===== src/rtl/fft_frame_sched.sv =====
// Frame-level scheduler for a radix-2 FFT PE chain: latches per-frame source/scaling,
// gates exactly POINT input samples, counts POINT last-stage outputs and flags errors.
module fft_frame_sched #(
    parameter int POINT   = 512,
    parameter int STAGES  = $clog2(POINT),
    parameter int TIMEOUT = 1024
) (
    input  logic                  clk,
    input  logic                  rst,
    input  logic                  cfg_wr,
    input  logic                  cfg_src,
    input  logic [2*STAGES-1:0]   cfg_scaling,
    input  logic                  start,
    input  logic                  abort,
    input  logic                  in_valid,
    output logic                  in_ready,
    input  logic                  par_valid,
    output logic                  par_ready,
    output logic                  select,
    output logic [2*STAGES-1:0]   scaling,
    input  logic                  last_valid,
    output logic                  busy,
    output logic                  done,
    output logic [15:0]           frame_cnt,
    output logic [2:0]            err
);

    localparam int CW = $clog2(POINT) + 1;
    localparam int SW = $clog2(TIMEOUT) + 1;
    localparam logic [CW-1:0] POINT_C   = CW'(POINT);
    localparam logic [CW-1:0] LAST_IN   = CW'(POINT - 1);
    localparam logic [SW-1:0] STALL_MAX = SW'(TIMEOUT - 1);

    typedef enum logic [1:0] {
        S_IDLE  = 2'd0,
        S_LOAD  = 2'd1,
        S_DRAIN = 2'd2,
        S_DONE  = 2'd3
    } state_t;

    state_t                state_q, state_d;
    logic                  src_q, src_d;
    logic [2*STAGES-1:0]   scal_q, scal_d;
    logic [CW-1:0]         in_cnt_q, in_cnt_d;
    logic [CW-1:0]         out_cnt_q, out_cnt_d;
    logic [SW-1:0]         stall_q, stall_d;
    logic [15:0]           frame_cnt_q, frame_cnt_d;
    logic [2:0]            err_q, err_d;

    logic                  in_load;
    logic                  sel_valid;
    logic                  accept;
    logic                  out_counting;
    logic                  out_inc;
    logic [CW-1:0]         in_cnt_nx;
    logic [CW-1:0]         out_cnt_nx;
    logic [2:0]            err_new;
    logic [2:0]            err_base;

    always_comb begin
        state_d     = state_q;
        src_d       = src_q;
        scal_d      = scal_q;
        in_cnt_d    = in_cnt_q;
        out_cnt_d   = out_cnt_q;
        stall_d     = stall_q;
        frame_cnt_d = frame_cnt_q;
        err_new     = 3'b000;
        err_base    = err_q;

        in_load   = (state_q == S_LOAD);
        sel_valid = src_q ? par_valid : in_valid;
        accept    = sel_valid & in_load;

        // The selected source is only ever ready in LOAD; anything offered elsewhere is lost.
        if (sel_valid && !in_load) begin
            err_new[0] = 1'b1;
        end
        if (last_valid && (state_q == S_IDLE || state_q == S_DONE)) begin
            err_new[1] = 1'b1;
        end

        out_counting = last_valid && (state_q == S_LOAD || state_q == S_DRAIN);
        out_inc      = out_counting && (out_cnt_q != POINT_C);
        if (out_counting && (out_cnt_q == POINT_C)) begin
            err_new[1] = 1'b1;
        end

        in_cnt_nx  = in_cnt_q + CW'(accept);
        out_cnt_nx = out_cnt_q + CW'(out_inc);

        case (state_q)
            S_IDLE: begin
                if (cfg_wr) begin
                    src_d    = cfg_src;
                    scal_d   = cfg_scaling;
                    err_base = 3'b000;
                end
                if (start) begin
                    state_d   = S_LOAD;
                    in_cnt_d  = '0;
                    out_cnt_d = '0;
                    stall_d   = '0;
                end
            end
            S_LOAD: begin
                in_cnt_d  = in_cnt_nx;
                out_cnt_d = out_cnt_nx;
                if (accept && (in_cnt_q == LAST_IN)) begin
                    stall_d = '0;
                    // Final input and final output on the same edge skip DRAIN entirely.
                    if (out_cnt_nx == POINT_C) begin
                        state_d     = S_DONE;
                        frame_cnt_d = frame_cnt_q + 16'd1;
                    end else begin
                        state_d = S_DRAIN;
                    end
                end
            end
            S_DRAIN: begin
                out_cnt_d = out_cnt_nx;
                if (last_valid) begin
                    stall_d = '0;
                    if ((out_cnt_nx == POINT_C) && (in_cnt_q == POINT_C)) begin
                        state_d     = S_DONE;
                        frame_cnt_d = frame_cnt_q + 16'd1;
                    end
                end else if (stall_q == STALL_MAX) begin
                    err_new[2] = 1'b1;
                    state_d    = S_IDLE;
                    in_cnt_d   = '0;
                    out_cnt_d  = '0;
                    stall_d    = '0;
                end else begin
                    stall_d = stall_q + SW'(1);
                end
            end
            S_DONE: begin
                state_d   = S_IDLE;
                in_cnt_d  = '0;
                out_cnt_d = '0;
            end
            default: begin
                state_d = S_IDLE;
            end
        endcase

        err_d = err_base | err_new;

        // Abort wins over every transition, but leaves the completion count and error flags alone.
        if (abort) begin
            state_d     = S_IDLE;
            in_cnt_d    = '0;
            out_cnt_d   = '0;
            stall_d     = '0;
            src_d       = src_q;
            scal_d      = scal_q;
            frame_cnt_d = frame_cnt_q;
            err_d       = err_q;
        end
    end

    always_ff @(posedge clk or posedge rst) begin
        if (rst) begin
            state_q     <= S_IDLE;
            src_q       <= 1'b0;
            scal_q      <= '0;
            in_cnt_q    <= '0;
            out_cnt_q   <= '0;
            stall_q     <= '0;
            frame_cnt_q <= 16'd0;
            err_q       <= 3'b000;
        end else begin
            state_q     <= state_d;
            src_q       <= src_d;
            scal_q      <= scal_d;
            in_cnt_q    <= in_cnt_d;
            out_cnt_q   <= out_cnt_d;
            stall_q     <= stall_d;
            frame_cnt_q <= frame_cnt_d;
            err_q       <= err_d;
        end
    end

    assign in_ready  = (state_q == S_LOAD) & ~src_q;
    assign par_ready = (state_q == S_LOAD) & src_q;
    assign select    = src_q;
    assign busy      = (state_q != S_IDLE);
    assign done      = (state_q == S_DONE);
    assign frame_cnt = frame_cnt_q;
    assign err       = err_q;

    generate
        for (genvar gi = 0; gi < STAGES; gi++) begin : g_scal
            assign scaling[2*gi +: 2] = scal_q[2*gi +: 2];
        end
    endgenerate

endmodule


===== config.mk =====
export PLATFORM = sky130hd
export DESIGN_NAME = fft_frame_sched
export DESIGN_NICKNAME = d
export VERILOG_FILES = /design/src/rtl/fft_frame_sched.sv
export SDC_FILE = /design/constraint.sdc
export NUM_CORES = 1
export LEC_CHECK = 0
export CAP_MARGIN = 20
export CORE_MARGIN = 3
export CORE_UTILIZATION = 27
export CTS_BUF_LIST = sky130_fd_sc_hd__clkbuf_16
export DETAILED_ROUTE_END_ITERATION = 10
export SYNTH_ARGS = -nofsm -noshare
export SYNTH_HDL_FRONTEND = slang
export SYNTH_SLANG_ARGS = --single-unit

===== constraint.sdc =====
create_clock -name clk -period 5.5 [get_ports clk]
set_input_delay 0.55 -clock clk [delete_from_list [all_inputs] [get_ports clk]]
set_output_delay 0.55 -clock clk [all_outputs]
set_load 0.02 [all_outputs]

# Word level (Yosys, flattened, before mapping)
# Cells that the tools add are included.
[totals]
register_bits = 71
word_cells = 93
[op_classes]
n_addsub = 4
eq_ne = 19
mux = 37
bitwise_logic = 6
reduce_logical = 19
[ops]
columns = ["op", "count"]
rows = [
  ["10-bit case mux with 4 select lines", 2],
  ["10-bit two-way mux", 7],
  ["16-bit two-way mux", 4],
  ["11-bit two-way mux", 5],
  ["11-bit case mux with 3 select lines", 1],
  ["16-bit case mux with 2 select lines", 1],
  ["10-bit equality test (second input constant)", 3],
  ["10-bit by 1-bit adder with 10-bit output", 2],
  ["16-bit by 1-bit adder with 16-bit output (second input constant)", 1],
  ["2-bit two-way mux", 6],
  ["11-bit by 1-bit adder with 11-bit output (second input constant)", 1],
  ["11-bit by 10-bit equality test with 1-bit output (second input constant)", 1],
  ["10-bit by 9-bit equality test with 1-bit output (second input constant)", 1],
  ["10-bit != test (second input constant)", 1],
  ["3-bit AND reduction", 3],
  ["1-bit two-way mux", 8],
  ["4-bit by 3-bit != test with 1-bit output (second input constant)", 2],
  ["2-bit case mux with 4 select lines", 1],
  ["1-bit logical AND", 7],
  ["3-bit two-way mux", 2],
  ["2-bit by 1-bit != test with 1-bit output (second input constant)", 3],
  ["3-bit by 2-bit != test with 1-bit output (second input constant)", 2],
  ["3-bit != test (second input constant)", 2],
  ["6-bit AND reduction", 1],
  ["12 further kinds", 18],
]

# Longest topological paths before layout
# Gate-level depths: netlist of the first run.
[depth]
ltp_word = 11
ltp_mapped = 15

# Least setup slack after synthesis of the first run
# Ideal clock, no wire load.
[synth_path]
path_type = "reg-to-reg"
startpoint = "register out_cnt_q[3]"
endpoint = "register frame_cnt_q[10] (netlist: frame_cnt[10])"
setup_time_ns = 0.080
t_arrival_ns = 2.918
required_time_ns = 5.420
setup_slack_ns = 2.502
stages_incl_launch_ff = 14
n_path_buf = 2
synth_period_minus_slack_ns = 2.998
cell_sequence = "dfrtp_1 > buf_6 > or3_1 > o21ai_0 > nor2_1 > ha_1 > a211o_1 > a2111oi_2 > o22ai_1 > a21oi_2 > nand2_2 > buf_6 > nor4_1 > xor2_1"
[synth_via]
elab_chain_cells = 7
[synth_rtl]
columns = ["item", "line_no", "text"]
rows = [
  ["start, declared", "45", "logic [CW-1:0] out_cnt_q, out_cnt_d;"],
  ["start signal, assigned", "178", "out_cnt_q <= out_cnt_d;"],
  ["10-bit != test", "84", "out_inc = out_counting && (out_cnt_q != POINT_C);"],
  ["1-bit logical AND", "84", ""],
  ["10-bit by 1-bit adder with 10-bit output *", "90", "out_cnt_nx = out_cnt_q + CW'(out_inc);"],
  ["10-bit equality test *", "112, 124", ""],
  ["1-bit logical AND", "124", "if ((out_cnt_nx == POINT_C) && (in_cnt_q == POINT_C)) begin"],
  ["2-bit by 1-bit != test with 1-bit output (no source line)", "-", ""],
  ["6-bit AND reduction (no source line) *", "-", ""],
  ["end signal, assigned", "180", "frame_cnt_q <= frame_cnt_d;"],
  ["end, declared", "47", "logic [15:0] frame_cnt_q, frame_cnt_d;"],
]
# Every way passes the cells marked *; elsewhere a longest branch is shown, timed or not.
# A chain may end at the register's enable or synchronous reset.

# Worst setup path in the final report of the first run
[layout_path]
startpoint = "register out_cnt_q[3]"
endpoint = "register frame_cnt_q[12] (netlist: frame_cnt[12])"
# The elaborated chain is that of the path after synthesis.

==> results of run 1 <==
[cells in the final DEF, fill, tap and decap left out, drive strengths merged, types with 11 or more instances in the layout]
cell type / count
a21oi: 11
clkdlybuf4s50: 68
dfrtp: 71
ha: 11
inv: 12
mux2: 20
nand2: 43
nand3: 18
nand4: 14
nor2: 26
nor3: 11
nor4: 13
o21ai: 38
xor2: 13
[metrics by stage]
step	area (µm²)	std cells	utilization [%]
floorplan	3640	374	-
global placement	4500	604	34.9
detailed placement	4500	604	34.9
CTS	4830	620	37.5
global route	4850	621	37.7
finish	4850	621	37.7
[critical path, stage by stage, from the launching register on]
cell and delay [ns]:
sky130_fd_sc_hd__dfrtp_1 0.47, sky130_fd_sc_hd__or3_1 0.41, sky130_fd_sc_hd__o21ai_0 0.25, sky130_fd_sc_hd__nor2_1 0.07, sky130_fd_sc_hd__ha_1 0.23, sky130_fd_sc_hd__ha_1 0.34, sky130_fd_sc_hd__a2111oi_2 0.36, sky130_fd_sc_hd__o22ai_1 0.13
sky130_fd_sc_hd__a21oi_2 0.20, sky130_fd_sc_hd__nand2_2 0.20, sky130_fd_sc_hd__nor4_1 0.43, sky130_fd_sc_hd__xor2_1 0.18
[cells by family (layout without fill, tap and decap cells)]
family          after synthesis  after routing  synth area share, %
buf+inv                      23             98                 2.78
xor+xnor                     16             16                 3.85
mux                          21             21                 6.46
compound gates               78             78                 13.1
simple gates                154            154                 21.2
flops                        71             71                 48.8
fa+ha+maj                    11             11                 3.78
[metal layers]
metal	part of all wire [%]	GRT usage (%)	vias to the layer above
li1	-	-	1493
met1	45	15.7	1485
met2	47	19.5	99
met3	6.3	3.11	9
met4	1.2	4.76	0
met5	0	0	-
[registers in the layout, summed over array words and instances (netlist names)]
register and flops:
scaling 18, frame_cnt 16, stall_q 11, in_cnt_q 10, out_cnt_q 10, err 3, state_q 2, select 1
[area by class of cell]
cell class	instances	area (µm²)	share of cell area [%]
Sequential cell	71	1780	36.6
Tap cell	172	215	4.44
Inverter	10	37.5	0.774
Multi-Input combinational cell	280	1760	36.4
Clock buffer	9	225	4.64
Clock inverter	7	114	2.35
Timing Repair Buffer	72	718	14.8
[report_power, final]
group	switching, W	internal, W
clock network	0.000219	0.000440
logic	0.000337	0.000307
registers	0.0000552	0.000611
total	0.000612	0.00136
[worst paths after layout]
check / startpoint / end / cells after the start
max in group asynchronous: rst / in_cnt_q[8] / 3
max: out_cnt_q[3] / frame_cnt[12] / 11
min in group asynchronous: rst / scaling[12] / 3
min reg2reg: frame_cnt[15] / frame_cnt[15] / 1
min: frame_cnt[15] / frame_cnt[15] / 1
max reg2reg: out_cnt_q[3] / frame_cnt[12] / 11
==> results.env, run 1 <==
CRIT_PATH_END_KIND='register'
SYNTHMOSTINSTANTIATEDCELL='sky130_fd_sc_hd__dfrtp_1'
RSZ0062_AT_GRT='no'
FINALCRITPERIODSHARE_PCT=61.0
R2R_SETUP_SLACK_NS=2.15
CTS-BUFFERS-INSERTED=9
WORST_CLOCK_SKEW_NS=0.00631
POST-ROUTE-MIN-PERIOD_NS=3.35
SYN2LAYOUT_AREA_GROWTH_PCT=33.2
DISTINCT_CELLS_SYNTH=46
DRTANTENNAVIOLNETS=0
DRCVIOLATIONCOUNT=0
GRT_PASS1_VIAS=2926
GPL.FINAL_WEIGHTED_CONGESTION=0.819
SYNTH_TOP_AREA_SHARE_PCT=48.8
TIMING.HOLD.WS_NS=0.473
DRV.MAX_CAP_VIOLATION_COUNT=0
LAYOUT_SETUP_WS_NS=2.15
WORST-PATH-MAX-FANOUT=12
GRT_FIRST_PASS_WIRELENGTH_UM=14600
DRT_PASS1_ITERATIONS=4
RESULT_OF_THE_RUN='finished clean'
DETAIL_ROUTE.ITER0.VIOLATIONS=206
CRITPATHLAUNCHTYPE='register'
ANTENNA_FOUND_INITIAL=0
CORE_REGION_AREA_UM2=12900
NETLIST_INSTANCES=374
SYNTH_ENABLE_FLOP_CELLS=0
POST-CTS-SETUP-BUFFER-COUNT=0
ROUTED_WIRE_LENGTH_PER_INSTANCE_UM=14.2
CTSROOTBUFFERMASTER='sky130_fd_sc_hd__clkbuf_16'
GRT_REMAINING_OVERFLOW=0
CLKLATENCYLATEPIN_NS=0.33
POST-DP-HPWL_UM=6290
CLKSINKCOUNT=71
HOLD_REMOVAL_PATH_CLASS='reg -> reg'
POWER.STATIC_LEAKAGE_nW=2.06
MAPPEDNETLISTAREA_UM2=3640
PLACE_WS_NS=1.97
ASYNC_RESET_FF_SHARE_PCT=100
DIE_AREA_UM2=14900
CTS_RESIZES=0
AVGVIACOUNTPERCELL=4.97
POSTSYNTH.TOPFLOPCELL='sky130_fd_sc_hd__dfrtp_1'
YOSYSWARNINGCOUNT=0
NFILLCELLS=1245
GRT_MAX_DEGREE=72
WORST_SLEW_MARGIN_REL_PCT=35.9
NUMBER_OF_FAILING_SETUP_ENDPOINTS_IN_THE_FINAL_TIMING_REPORT=0
CTS_MAX_LEVEL=3
SYNTH_TOP_CELL_BY_AREA='sky130_fd_sc_hd__dfrtp_1'
CLOCK_PIN_SLEW_WORST_SETUP_AND_HOLD_PATHS_NS=0.06
YOSYS_REGISTER_BITS=71
SYNTHESIS.AREA_PER_INSTANCE_UM2=9.74
SETUP_TNS_NS=0
NETS=482
WORST_SLEW_PIN_SLEW_NS=0.954
FINAL-MAX-SLEW-VIOLATION-COUNT=0
TOTAL_POWER_W=0.00197
CP.ARRIVAL_NS=3.61
TRACK_USAGE_PCT=12.2
SYNTH_SEQ_AREA_SHARE_PCT=48.8
WORST_EP_REQUIRED_TIME_NS=5.75
DETAILROUTE.VIA_COUNT=3086
CRITPATHKIND='reg -> reg'
TRITONCTS='yes'
CLOCK.FMAX_GHz=0.298
POWER.DENSITY_CELL_AREA_nW_PER_UM2=406
INITIAL_CORE_UTIL_PCT=28.3
IO_BUF_COUNT=68
POSTROUTEWIRELENGTH_UM=8820
YOSYS-TOP-CELLS-AREA='sky130_fd_sc_hd__dfrtp_1, sky130_fd_sc_hd__mux2_2, sky130_fd_sc_hd__o21ai_0'
CTS_HOLD_BUFFERS=0
PIN_COUNT=69
CTS.PATH.MAX_BUFFERS=2
STD_CELL_ROWS=41
ANTENNA-DIODE-COUNT=0
DIE_X_UM=122
VDD_IR_DROP_MAX_mV=0.182
POST_SYNTH_MOST_FREQUENT_CELLS='sky130_fd_sc_hd__dfrtp_1, sky130_fd_sc_hd__nand2_1, sky130_fd_sc_hd__o21ai_0'
POST_ROUTE_CELLS_DRIVE_ABOVE_1_SHARE_PCT=10.7
SYN_NETS=412
FINAL-HOLD-VIOLATION-COUNT=0
DIE_H_UM=122
No activity file was read; power rests on OpenSTA's default activity.
==> inputs of run 2 (changes only) <==
==> constraint.sdc (replaced) <==
create_clock -name clk -period 2.7 [get_ports clk]
set_input_delay 0.27 -clock clk [delete_from_list [all_inputs] [get_ports clk]]
set_output_delay 0.27 -clock clk [all_outputs]
set_load 0.02 [all_outputs]
==> results.env, run 2 (synthesis results as in run 1) <==
CRITPATHKIND='reg -> reg'
TRITONCTS='yes'
POST-DP-HPWL_UM=6710
LAYOUT.CELL_AREA.NON_FILLER_UM2=5440
HOLD_REMOVAL_PATH_CLASS='in -> async'
CRIT_PATH_END_KIND='register'
FINALCRITPERIODSHARE_PCT=106
CTS_MAX_LEVEL=3
GRT_REMAINING_OVERFLOW=0
CRITPATHMAXSTAGEDELAY_NS=0.39
WORST_SLEW_PIN_SLEW_NS=0.840
DPL-INSTANCE-AREA_UM2=4920
POST-ROUTE-MIN-PERIOD_NS=2.86
CLKLATENCYLATEPIN_NS=0.34
FINAL-MAX-SLEW-VIOLATION-COUNT=0
INITIAL_CORE_UTIL_PCT=28.3
ROUTED_WIRE_LENGTH_PER_INSTANCE_UM=13.9
STD_CELL_ROWS=41
CRITICAL-PATH-SLOWEST-CELL='sky130_fd_sc_hd__dfrtp_1'
MOSTFREQUENTLAYOUTCELLS='sky130_fd_sc_hd__dfrtp_1, sky130_fd_sc_hd__clkdlybuf4s50_1, sky130_fd_sc_hd__buf_4'
DRT_PASS1_ITERATIONS=4
DETAILROUTE.VIA_COUNT=3256
TOTAL_POWER_W=0.00402
PLACED_CELLS=646
CRITPATHLAUNCHTYPE='register'
CP.ARRIVAL_NS=3.13
DRTANTENNAVIOLNETS=0
WORST_SLEW_MARGIN_REL_PCT=43.8
CLOCK.FMAX_GHz=0.349
WORST_CLOCK_SKEW_NS=0.00713
RESULT_OF_THE_RUN='finished with violations'
WORST-R2R-CELL-COUNT=14
WORST_EP_REQUIRED_TIME_NS=2.96
VDD_IR_DROP_MAX_mV=0.283
NUMBER_OF_FAILING_SETUP_ENDPOINTS_IN_THE_FINAL_TIMING_REPORT=17
CTSROOTBUFFERMASTER='sky130_fd_sc_hd__clkbuf_16'
POSTROUTEWIRELENGTH_UM=9300
PIN_COUNT=69
ANTENNA_FOUND_INITIAL=0
CLKSINKCOUNT=71
POWER.INTERNAL_W=0.00271
DIE_X_UM=122
CLOCK_POWER_SHARE_PCT=29.8
POWER.SWITCHING_W=0.00132
GPL.FINAL_WEIGHTED_CONGESTION=0.832
POST_ROUTE_CELLS_DRIVE_ABOVE_1_SHARE_PCT=24.8
POWER.SHARE.COMBINATIONAL_PCT=37.0
FAILED_CHECKS='negative setup slack'
SETUP_TNS_NS=-1.99
SEQ_POWER_SHARE_PCT=33.2
IO_BUF_COUNT=68
FINAL_COMMON_CELL='sky130_fd_sc_hd__dfrtp_1'
DRV.MAX_CAP_VIOLATION_COUNT=0
POWER.DENSITY_CELL_AREA_nW_PER_UM2=740
CTS-BUFFERS-INSERTED=9
GRT_FIRST_PASS_WIRELENGTH_UM=15500
SYN2LAYOUT_AREA_GROWTH_PCT=49.3
DRCVIOLATIONCOUNT=0
AVGVIACOUNTPERCELL=4.87
DIE_H_UM=122
RSZ0062_AT_GRT='yes'
DIE_AREA_UM2=14900
WORST-PATH-MAX-FANOUT=7
POWER.STATIC_LEAKAGE_nW=2.47
GRT_MAX_DEGREE=34
SWITCHING_SHARE_PCT=32.8
CTS.PATH.MAX_BUFFERS=2
CP_CELL_SEQUENCE='nor3_2, buf_4, nand2_2, o21ai_2, nor2_1, ha_2, a211o_1, a2111oi_4, o22ai_1, a21oi_2, nand2_4, buf_6, nor4_4, xor2_1'
LAYOUT.CELLS.NON_FILLER=668
DETAIL_ROUTE.ITER0.VIOLATIONS=165
GRT_PASS1_VIAS=3202
CLOCK_PIN_SLEW_WORST_SETUP_AND_HOLD_PATHS_NS=0.06
LAYOUT_SETUP_WS_NS=-0.164
NETS=529
ANTENNA-DIODE-COUNT=0
TRACK_USAGE_PCT=13.0
LARGEST_REGISTER_FFS=18
FINAL-HOLD-VIOLATION-COUNT=0
CORE_REGION_AREA_UM2=12900
[run 2: changes by cell type in the layout (fill, tap and decap cells not counted), sizes merged]
cell	before	now
clkinv	1	3
clkinvlp	1	0
bufinv	3	1
buf	4	51
inv	12	13
[run 2: layout make-up]
| cell class | instances | area (µm²) |
|---|---|---|
| fillers | 1212 | 7440 |
| multi-input cells | 280 | 2020 |
| flip-flops and latches | 71 | 1780 |
| repair buffers | 119 | 1090 |
| clock buffers | 9 | 225 |
| well taps | 172 | 215 |
| clock inverters | 7 | 72.6 |
| inverters | 10 | 37.5 |
[run 2: through the flow]
step / hold WS [ns] / util (%) / worst slack (ns)
CTS: 0.308 / 41.1 / -0.0966
detailed placement: 0.466 / 38.2 / -0.154
finish: 0.289 / 42.2 / -0.164
global route: 0.338 / 42.2 / -0.336
floorplan: 0.420 / - / -0.0823
global placement: 0.462 / 38.2 / -0.103
[run 2: critical path: cells and delay by family (launching register included)]
kind,cells,cell delay [ns]
compound gates,5,1.15
simple gates,5,0.54
fa+ha+maj,1,0.21
flops,1,0.39
buf+inv,2,0.30
xor+xnor,1,0.18
[run 2: path summary, 6_finish.rpt]
| kind | slack [ns] | start | endpoint |
|---|---|---|---|
| max | -0.16 | out_cnt_q[7] | frame_cnt[12] |
| min | 0.29 | rst | out_cnt_q[6] |
| max reg2reg | -0.16 | out_cnt_q[7] | frame_cnt[12] |
| min reg2reg | 0.47 | err[0] | err[0] |
| max in group asynchronous | 1.80 | rst | scaling[7] |
| min in group clk | 0.47 | err[0] | err[0] |
[run 2: routing by layer]
metal	track usage (%)	wire length [µm]	vias up
met5	0	0	-
met4	3.78	110	0
met3	4.46	549	12
met2	20.3	4280	71
met1	17.1	4360	1581
li1	-	-	1592
[run 2: what timing repair did]
action / 4_1_cts / 5_1_grt
endpoints found under the hold margin: 0 / 0
pin swaps: 8 / 14
gates resized for setup: 15 / 22
endpoints found under the setup margin: 15 / 18
hold buffers: 0 / 0
setup buffers: 2 / 6
[run 2: power groups by stage]
stage	logic (W)	registers, W	clock network, W
after floorplan	0.000549	0.00156	0
after global placement	0.00142	0.00135	0
after detailed placement	0.00144	0.00136	0
after CTS	0.00147	0.00134	0.00123
after global routing	0.00161	0.00136	0.00129
final	0.00149	0.00133	0.00120
==> inputs of run 3 (changes only) <==
--- a/config.mk
+++ b/config.mk
@@ -9,7 +9,9 @@
 export CORE_MARGIN = 3
 export CORE_UTILIZATION = 27
 export CTS_BUF_LIST = sky130_fd_sc_hd__clkbuf_16
+export CTS_CLUSTER_DIAMETER = 30
 export DETAILED_ROUTE_END_ITERATION = 10
+export SLEW_MARGIN = 20
 export SYNTH_ARGS = -nofsm -noshare
 export SYNTH_HDL_FRONTEND = slang
 export SYNTH_SLANG_ARGS = --single-unit
==> results of run 3 <==
Final layout, timing and power as in run 2 (identical DEF).
